## src/rtl/rule_cfg_arbiter.sv

```systemverilog
// rule_cfg_arbiter
//   Configuration front end for the parser rule bus. Two requesters
//   (port 0 = host/PCIe, port 1 = on-chip CPU) are arbitrated round-robin.
//   Each accepted request becomes one single-cycle rule strobe, and exactly
//   one response pulse goes back to the requester. The layer field addr[25:24]
//   is validated, and reads are bounded by a timeout.
//
//   Optional build macro RULE_WR_CNT_EN: adds three 16-bit saturating write
//   counters, one per layer 0..2. A read to layer 3 returns the counter
//   selected by addr[1:0]. When the macro is undefined, layer 3 is always an
//   error.
//
// Ports
//   i_clk, i_rst_n            clock, async active-low reset
//   i_reqN_valid/we/addr/wdata  request from port N (N=0,1)
//   o_reqN_ready              combinational accept (valid & ready = handshake)
//   o_reqN_resp_valid/err/data  registered one-cycle response to port N
//   o_rule_wren/rden/addr/wdata registered strobes to the parser
//   i_rule_rdata_valid/rdata  read return from the parser
//
// state   | meaning
// IDLE    | waiting for a request; only state where ready can be high
// ISSUE   | rule strobe is on the bus this cycle
// WAIT_RD | waiting for parser read data; timeout counter running
// RESP    | response pulse is on the owner's resp port this cycle

module rule_cfg_arbiter #(
  parameter int RD_TIMEOUT = 16,
  parameter int TMO_W      = 5
) (
  input  logic        i_clk,
  input  logic        i_rst_n,
  input  logic        i_req0_valid,
  output logic        o_req0_ready,
  input  logic        i_req0_we,
  input  logic [31:0] i_req0_addr,
  input  logic [31:0] i_req0_wdata,
  output logic        o_req0_resp_valid,
  output logic        o_req0_resp_err,
  output logic [31:0] o_req0_resp_data,
  input  logic        i_req1_valid,
  output logic        o_req1_ready,
  input  logic        i_req1_we,
  input  logic [31:0] i_req1_addr,
  input  logic [31:0] i_req1_wdata,
  output logic        o_req1_resp_valid,
  output logic        o_req1_resp_err,
  output logic [31:0] o_req1_resp_data,
  output logic        o_rule_wren,
  output logic        o_rule_rden,
  output logic [31:0] o_rule_addr,
  output logic [31:0] o_rule_wdata,
  input  logic        i_rule_rdata_valid,
  input  logic [31:0] i_rule_rdata
);

  typedef enum logic [1:0] {IDLE, ISSUE, WAIT_RD, RESP} state_t;

  state_t            state, state_nxt;
  logic              last_grant;
  logic              grant;
  logic              hs;
  logic              owner, owner_nxt;
  logic              lat_we;
  logic [TMO_W-1:0]  tmr, tmr_nxt;
  logic              wren_nxt, rden_nxt;
  logic              resp_nxt;
  logic              rsp_err_nxt;
  logic [31:0]       rsp_data_nxt;
  logic              req_we;
  logic [31:0]       req_addr;
  logic [31:0]       req_wdata;

  // When both ports request, the port that did not win last time gets the grant.
  always_comb begin
    grant        = i_req1_valid & (~i_req0_valid | ~last_grant);
    o_req0_ready = (state == IDLE) & i_req0_valid & ~grant;
    o_req1_ready = (state == IDLE) & i_req1_valid & grant;
    hs           = o_req0_ready | o_req1_ready;
    req_we       = grant ? i_req1_we    : i_req0_we;
    req_addr     = grant ? i_req1_addr  : i_req0_addr;
    req_wdata    = grant ? i_req1_wdata : i_req0_wdata;
  end

`ifdef RULE_WR_CNT_EN
  logic [15:0] wr_cnt [3];
  logic [15:0] cnt_sel;

  always_comb begin
    cnt_sel = '0;
    case (req_addr[1:0])
      2'd0:    cnt_sel = wr_cnt[0];
      2'd1:    cnt_sel = wr_cnt[1];
      2'd2:    cnt_sel = wr_cnt[2];
      default: cnt_sel = '0;
    endcase
  end

  // Count writes as they are issued. o_rule_addr holds the address of the
  // write that is being issued.
  always_ff @(posedge i_clk or negedge i_rst_n) begin
    if (!i_rst_n) begin
      for (int i = 0; i < 3; i++) wr_cnt[i] <= '0;
    end else if (state == ISSUE && lat_we) begin
      for (int i = 0; i < 3; i++) begin
        if (o_rule_addr[25:24] == 2'(i) && wr_cnt[i] != 16'hFFFF)
          wr_cnt[i] <= wr_cnt[i] + 16'd1;
      end
    end
  end
`endif

  always_ff @(posedge i_clk or negedge i_rst_n) begin
    if (!i_rst_n) state <= IDLE;
    else          state <= state_nxt;
  end

  // The read timer counts down from RD_TIMEOUT-2 as soon as it enters WAIT_RD.
  // Terminal count 0 is the last cycle in which parser data is still accepted.
  // An error response then follows RD_TIMEOUT cycles after the strobe.
  always_comb begin
    state_nxt    = state;
    tmr_nxt      = tmr;
    wren_nxt     = 1'b0;
    rden_nxt     = 1'b0;
    rsp_err_nxt  = 1'b0;
    rsp_data_nxt = '0;
    owner_nxt    = hs ? grant : owner;
    case (state)
      IDLE: begin
        if (hs) begin
          if (req_addr[25:24] == 2'd3) begin
            state_nxt   = RESP;
            rsp_err_nxt = 1'b1;
`ifdef RULE_WR_CNT_EN
            if (!req_we && req_addr[1:0] != 2'd3) begin
              rsp_err_nxt  = 1'b0;
              rsp_data_nxt = {16'h0, cnt_sel};
            end
`endif
          end else begin
            state_nxt = ISSUE;
            wren_nxt  = req_we;
            rden_nxt  = ~req_we;
          end
        end
      end
      ISSUE: begin
        if (lat_we) begin
          state_nxt = RESP;
        end else begin
          state_nxt = WAIT_RD;
          tmr_nxt   = TMO_W'(RD_TIMEOUT - 2);
        end
      end
      WAIT_RD: begin
        if (i_rule_rdata_valid) begin
          state_nxt    = RESP;
          rsp_data_nxt = i_rule_rdata;
        end else if (tmr == '0) begin
          state_nxt   = RESP;
          rsp_err_nxt = 1'b1;
        end else begin
          tmr_nxt = tmr - TMO_W'(1);
        end
      end
      RESP:    state_nxt = IDLE;
      default: state_nxt = IDLE;
    endcase
    resp_nxt = (state_nxt == RESP);
  end

  always_ff @(posedge i_clk or negedge i_rst_n) begin
    if (!i_rst_n) begin
      last_grant        <= 1'b1;
      owner             <= 1'b0;
      lat_we            <= 1'b0;
      tmr               <= '0;
      o_rule_wren       <= 1'b0;
      o_rule_rden       <= 1'b0;
      o_rule_addr       <= '0;
      o_rule_wdata      <= '0;
      o_req0_resp_valid <= 1'b0;
      o_req0_resp_err   <= 1'b0;
      o_req0_resp_data  <= '0;
      o_req1_resp_valid <= 1'b0;
      o_req1_resp_err   <= 1'b0;
      o_req1_resp_data  <= '0;
    end else begin
      tmr         <= tmr_nxt;
      owner       <= owner_nxt;
      o_rule_wren <= wren_nxt;
      o_rule_rden <= rden_nxt;
      if (hs) begin
        last_grant <= grant;
        lat_we     <= req_we;
      end
      if (wren_nxt | rden_nxt) begin
        o_rule_addr  <= req_addr;
        o_rule_wdata <= req_wdata;
      end
      o_req0_resp_valid <= resp_nxt & ~owner_nxt;
      o_req0_resp_err   <= resp_nxt & ~owner_nxt & rsp_err_nxt;
      o_req0_resp_data  <= (resp_nxt & ~owner_nxt) ? rsp_data_nxt : '0;
      o_req1_resp_valid <= resp_nxt & owner_nxt;
      o_req1_resp_err   <= resp_nxt & owner_nxt & rsp_err_nxt;
      o_req1_resp_data  <= (resp_nxt & owner_nxt) ? rsp_data_nxt : '0;
    end
  end

endmodule

```

## config.mk

```make
export PLATFORM = sky130hd
export DESIGN_NAME = rule_cfg_arbiter
export DESIGN_NICKNAME = d
export VERILOG_FILES = /design/src/rtl/rule_cfg_arbiter.sv
export SDC_FILE = /design/constraint.sdc
export NUM_CORES = 1
export LEC_CHECK = 0
export CAP_MARGIN = 20
export CORE_AREA = 2 2 127 129
export CTS_CLUSTER_SIZE = 24
export DETAILED_ROUTE_END_ITERATION = 10
export DIE_AREA = 0 0 129 131
export PLACE_DENSITY = 0.88
export SETUP_SLACK_MARGIN = 0.15
export SYNTH_ARGS = -nofsm -noshare
export SYNTH_HDL_FRONTEND = slang
export SYNTH_SLANG_ARGS = --single-unit
```

## constraint.sdc

```tcl
create_clock -name i_clk -period 2.74 [get_ports i_clk]
set_clock_uncertainty 0.05 [all_clocks]
set_input_delay 0.548 -clock i_clk [delete_from_list [all_inputs] [get_ports i_clk]]
set_output_delay 0.548 -clock i_clk [all_outputs]
set_load 0.01 [all_outputs]
```

==> impl_metrics.env, run 1 <==
export IMPL_fp_dieW_um=129
export IMPL_synth_distinct_cells=46
export IMPL_async_flop_share_pct=100
export IMPL_cellLeakagePower_nw=4.55
export IMPL_p_per_area_nw_per_um2=969
export IMPL_initialDrtViolationCount=256
export IMPL_fin_util_pct=65.4
export IMPL_core_um2=15600
export IMPL_rr_worst_depth=7
export IMPL_port_buffer_count=302
export IMPL_synth_edff_count=0
export IMPL_insertion_delay_ns=0.41
export IMPL_avgSynthCellArea_um2=10.2
export IMPL_peakVddDrop_uv=574
export IMPL_hold_slack_ns=0.0443
export IMPL_tightest_slew_ns=0.717
export IMPL_synth_nets=780
export IMPL_seq_area_frac_synth_pct=58.0
export IMPL_fill_cells=1203
export IMPL_layout_min_cycle_time_ns=2.38
export IMPL_cp_cell_sequence="inv_1, ha_1, a211oi_1, a31oi_2, o311ai_4, buf_4, nor3_1"
export IMPL_antenna_found_initial=1
export IMPL_reg2reg_to="o_req1_resp_data[18]"
export IMPL_final_cell_mix="298 x clkdlybuf4s50_1, 223 x nand2_1, 143 x dfrtp_1, 67 x nor3_1, 59 x mux2_1"
export IMPL_ctsHoldBuffers=0
export IMPL_path_clk_slew_ns=0.07
export IMPL_ys_seq_elements=144
export IMPL_relSlewSlack_pct=52.1
export IMPL_layoutNonFillerInstCount=1139
export IMPL_cts_htree_levels=4
export IMPL_final_common_cell="clkdlybuf4s50_1"
export IMPL_num_nets_final=1082
export IMPL_dp_hpwl_mm=14.2
export IMPL_critPathMaxStageDelay_ns=0.46
export IMPL_grt_pass1_vias=5439
export IMPL_power_mw=9.88
export IMPL_ys_flop_type="dfrtp_1"
export IMPL_multi_input_area_um2=2430
export IMPL_setup_viol=0
export IMPL_cts_sinks=144
export IMPL_crit_arrival_ns=2.66
export IMPL_num_vias=5492
export IMPL_slowest_stage="ha_1"
export IMPL_routed_via_density=4.82
export IMPL_cts_path_max_buffers=2
export IMPL_drive_gt1_share_pct=7.92
export IMPL_clockRootBuffer="clkbuf_16"
export IMPL_grt_max_degree=65
export IMPL_area_growth_pct=64.3
export IMPL_seq_area_um2=3600
export IMPL_wire_per_inst_um=16.9
export IMPL_rows=46
export IMPL_period_share_pct=86.9
export IMPL_crit_fanout=13
export IMPL_initial_core_util_pct=39.8
export IMPL_critPathLaunchType="register"
export IMPL_r2r_start="state[1]"
export IMPL_dp_cells=1106
export IMPL_fmax_mhz=420
export IMPL_crit_required_ns=3.02
export IMPL_cts_tree="yes"
export IMPL_ant_nets=0
export IMPL_crit_type="register to register"
export IMPL_synthCells=607
export IMPL_finalSetupTns_ns=0
export IMPL_dieHeight_um=131
export IMPL_max_cap_viol_count=0
export IMPL_firstDrtPassIters=4
export IMPL_grt_pass1_wl_mm=28.5
export IMPL_drv_slew=0
export IMPL_drc=0
export IMPL_min_path_type="input pin to async pin"
export IMPL_pin_count=303
export IMPL_routed_wl_mm=19.2
export IMPL_routabilityCongestion=0.806
export IMPL_yosysWarnings=0
export IMPL_rsz0062_at_grt="no"
export IMPL_status="completed"
export IMPL_die_area_um2=16900
export IMPL_synth_area_um2=6210
export IMPL_endpoint_kind="register"
export IMPL_reg2reg_slack_ns=0.36
export IMPL_grt_usage_pct=22.3
export IMPL_cts_buffers=17
export IMPL_grt_overflow_total=0
export IMPL_hold_viol=0
## power by group
part | switching (mW) | leakage [nW] | internal, mW
combinational | 2.29 | 2.39 | 2.19
clock | 0.966 | 0.295 | 1.37
sequential | 0.319 | 1.86 | 2.74
## sequential cells by signal, summed over array words and instances (netlist names)
register           flops
o_rule_wdata          32
o_rule_wren            1
last_grant             1
o_req0_resp_data      32
lat_we                 1
o_req1_resp_err        1
tmr                    5
owner                  1
o_req1_resp_valid      1
o_req1_resp_data      32
o_rule_rden            1
o_rule_addr           32
o_req0_resp_valid      1
o_req0_resp_err        1
state                  2
## timing repair
action | in CTS | in global routing
resized for setup | 5 | 2
gates cloned | 0 | 0
buffers inserted | 0 | 0
endpoints found under the setup margin | 2 | 2
## layout make-up
type                       count  share of cell area [%]
antenna                        1                  0.0245
clock buffer                  17                    4.17
clock inverter                15                    1.69
timing repair buffer         323                    31.9
inverter                      10                   0.368
sequential                   144                    35.3
multi-input combinational    413                    23.8
tap                          216                    2.65
## Yosys cell counts (4+ instances only)
cell type | instances | area share, %
a21oi_1 | 6 | 0.48
buf_1 | 4 | 0.24
buf_4 | 10 | 1.2
clkbuf_1 | 21 | 1.3
dfrtp_1 | 143 | 58
ha_1 | 6 | 1.2
inv_1 | 9 | 0.54
mux2_1 | 59 | 11
mux2_2 | 4 | 0.73
nand2_1 | 223 | 13
nand3_1 | 4 | 0.32
nor2_1 | 7 | 0.42
nor3_1 | 67 | 5.4
## worst max-delay path: cells and delay by family (launching register included)
family / cells / cell delay [ns]
AND/OR/NAND/NOR: 1 / 0.22
buffers and inverters: 2 / 0.40
adder cells (fa/ha/maj): 1 / 0.46
flip-flops: 1 / 0.39
AO/OA/AOI/OAI: 3 / 0.76
## worst max path at each step
| stage | endpoint | from | slack (ns) | cells after the start |
|---|---|---|---|---|
| finish | o_req1_resp_data[18] | state[1] | 0.36 | 7 |
| global route | o_req1_resp_data[8] | state[1] | 0.19 | 7 |
| CTS | o_req0_ready | i_req0_valid | 0.13 | 4 |
| detailed placement | o_req1_resp_data[18] | i_req0_valid | -0.01 | 7 |
| global placement | o_req0_ready | i_req1_valid | 0.07 | 4 |
| floorplan | o_req0_ready | i_req1_valid | 0.57 | 4 |
## per-layer routing
| metal | track usage (%) | part of all wire, % | up-vias |
|---|---|---|---|
| met5 | 0 | 0 | - |
| met2 | 37.5 | 49 | 223 |
| met1 | 25.4 | 38 | 2619 |
| met4 | 7.80 | 1.9 | 0 |
| li1 | - | - | 2623 |
| met3 | 9.93 | 10 | 27 |
## cell families (layout without fill, tap and decap cells)
family,after synthesis,in the layout,share of synthesized area (%)
compound gates,32,32,4.63
fa+ha+maj,6,6,1.21
buf+inv,50,365,3.83
flops,144,144,58.0
mux,64,64,11.6
other cells,0,1,0
simple gates,311,311,20.7
## metrics by stage
step	worst slack, ns	instance area (um2)
2_1_floorplan	0.574	6210
3_3_place_gp	0.0691	9580
3_5_place_dp	-0.0123	9580
4_1_cts	0.126	10200
5_1_grt	0.194	10200
6_report	0.359	10200
(Power assumes the default switching activity.)
==> run 2, diff against run 1 <==
--- a/config.mk
+++ b/config.mk
@@ -10,7 +10,7 @@
 export CTS_CLUSTER_SIZE = 24
 export DETAILED_ROUTE_END_ITERATION = 10
 export DIE_AREA = 0 0 129 131
-export PLACE_DENSITY = 0.88
+export PLACE_DENSITY = 0.79
 export SETUP_SLACK_MARGIN = 0.15
 export SYNTH_ARGS = -nofsm -noshare
 export SYNTH_HDL_FRONTEND = slang
==> impl_metrics.env, run 2 (synthesis results as in run 1) <==
export IMPL_crit_required_ns=2.14
export IMPL_num_vias=5474
export IMPL_grt_max_degree=65
export IMPL_fp_dieW_um=129
export IMPL_final_cell_mix="299 x clkdlybuf4s50_1, 223 x nand2_1, 143 x dfrtp_1, 67 x nor3_1, 59 x mux2_1"
export IMPL_final_area_um2=10200
export IMPL_cts_htree_levels=4
export IMPL_clockRootBuffer="clkbuf_16"
export IMPL_clkPwrFrac_pct=23.7
export IMPL_dp_hpwl_mm=13.8
export IMPL_status="completed"
export IMPL_initialDrtViolationCount=226
export IMPL_crit_arrival_ns=1.89
export IMPL_hold_slack_ns=0.0541
export IMPL_grt_pass1_vias=5360
export IMPL_final_common_cell="clkdlybuf4s50_1"
export IMPL_power_internal_mw=6.51
export IMPL_grt_pass1_wl_mm=27.8
export IMPL_p_sw_share_pct=34.5
export IMPL_peakVddDrop_uv=643
export IMPL_path_clk_slew_ns=0.06
export IMPL_hold_viol=0
export IMPL_rows=46
export IMPL_postCtsSetupRepairBufs=0
export IMPL_fin_util_pct=65.7
export IMPL_cts_path_max_buffers=2
export IMPL_die_area_um2=16900
export IMPL_routed_via_density=4.79
export IMPL_min_path_type="input pin to async pin"
export IMPL_port_buffer_count=302
export IMPL_switchingPower_mw=3.44
export IMPL_cts_buffers=17
export IMPL_setup_viol=0
export IMPL_insertion_delay_ns=0.41
export IMPL_pin_count=303
export IMPL_cellLeakagePower_nw=4.57
export IMPL_relSlewSlack_pct=51.1
export IMPL_drive_gt1_share_pct=8.09
export IMPL_core_um2=15600
export IMPL_grt_usage_pct=21.8
export IMPL_layout_min_cycle_time_ns=2.48
export IMPL_combPwrFrac_pct=45.7
export IMPL_place_area_um2=9630
export IMPL_routabilityCongestion=0.765
export IMPL_tightest_slew_ns=0.732
export IMPL_power_mw=9.95
export IMPL_cts_sinks=144
export IMPL_fill_cells=1239
export IMPL_drv_slew=0
export IMPL_p_per_area_nw_per_um2=971
export IMPL_rsz0062_at_grt="no"
export IMPL_wire_per_inst_um=16.4
export IMPL_ant_nets=0
export IMPL_area_growth_pct=65.0
export IMPL_num_nets_final=1088
export IMPL_dieHeight_um=131
export IMPL_routed_wl_mm=18.7
export IMPL_grt_overflow_total=0
export IMPL_crit_fanout=6
export IMPL_finalSetupTns_ns=0
export IMPL_cts_tree="yes"
export IMPL_drc=0
export IMPL_period_share_pct=90.7
export IMPL_crit_type="input pin to primary output"
export IMPL_antenna_found_initial=2
export IMPL_initial_core_util_pct=39.8
export IMPL_p_seq_share_pct=30.6
export IMPL_max_cap_viol_count=0
export IMPL_firstDrtPassIters=4
export IMPL_critPathLaunchType="input pin"
export IMPL_fmax_mhz=402
export IMPL_endpoint_kind="primary output"
export IMPL_n_antenna_cell=0
run 2: cell types whose count changed in the layout (fill, tap and decap cells not counted), sizes merged:
cell and change:
buf +6, bufinv +1, clkbuf +5, clkdlybuf4s50 +1, clkinv +1, clkinvlp +1
diode -1, dlygate4sd2 -1, inv -9
run 2: final timing paths:
check	end	slack, ns	startpoint	depth (start not counted)
setup reg to reg	o_req1_resp_data[7]	0.35	state[0]	7
hold / removal	o_rule_wdata[11]	0.05	i_rst_n	1
setup / recovery	o_req0_ready	0.26	i_req1_valid	4
min in group i_clk	o_rule_addr[16]	0.43	o_rule_addr[16]	1
max in group asynchronous	o_req0_resp_data[27]	1.84	i_rst_n	2
hold reg to reg	o_rule_addr[16]	0.43	o_rule_addr[16]	1
run 2: layout make-up:
cell class	count	area, um2	area share (%)
clock buffers	22	474	4.63
well taps	216	270	2.64
inverters	10	37.5	0.366
flip-flops and latches	144	3600	35.2
repair buffers	329	3300	32.2
multi-input cells	413	2420	23.7
clock inverters	9	133	1.29
run 2: per-stage QoR:
step | cells | worst slack, ns
6_report | 1143 | 0.255
4_1_cts | 1143 | 0.0826
3_3_place_gp | 1112 | 0.0826
5_1_grt | 1143 | 0.181
3_5_place_dp | 1112 | 0.0534
2_1_floorplan | 607 | 0.574
run 2: power by group through the flow:
| stage | logic (mW) | clock network (mW) | registers (mW) |
|---|---|---|---|
| CTS | 4.59 | 2.40 | 3.06 |
| detailed placement | 4.58 | 0 | 3.09 |
| global placement | 4.49 | 0 | 3.06 |
| floorplan | 1.99 | 0 | 3.32 |
| global route | 4.91 | 2.49 | 3.13 |
| finish | 4.55 | 2.35 | 3.05 |
run 2: routing by layer:
| layer | global-route usage [%] | share of wire, % |
|---|---|---|
| met4 | 9.21 | 2.4 |
| met5 | 0 | 0.16 |
| met3 | 9.89 | 12 |
| met2 | 36.1 | 48 |
| met1 | 24.7 | 37 |
run 2: repair_timing:
| item | 4_1_cts | 5_1_grt |
|---|---|---|
| pin swaps | 0 | 0 |
| resized for setup | 2 | 2 |
| hold buffers | 0 | 0 |
| setup endpoints to repair | 2 | 1 |
| hold endpoints to repair | 0 | 0 |
run 2: critical path, cell delays in order:
cell and delay, ns:
clkdlybuf4s50_1 0.56, a21bo_2 0.30, and3_1 0.19, dlygate4sd2_1 0.29
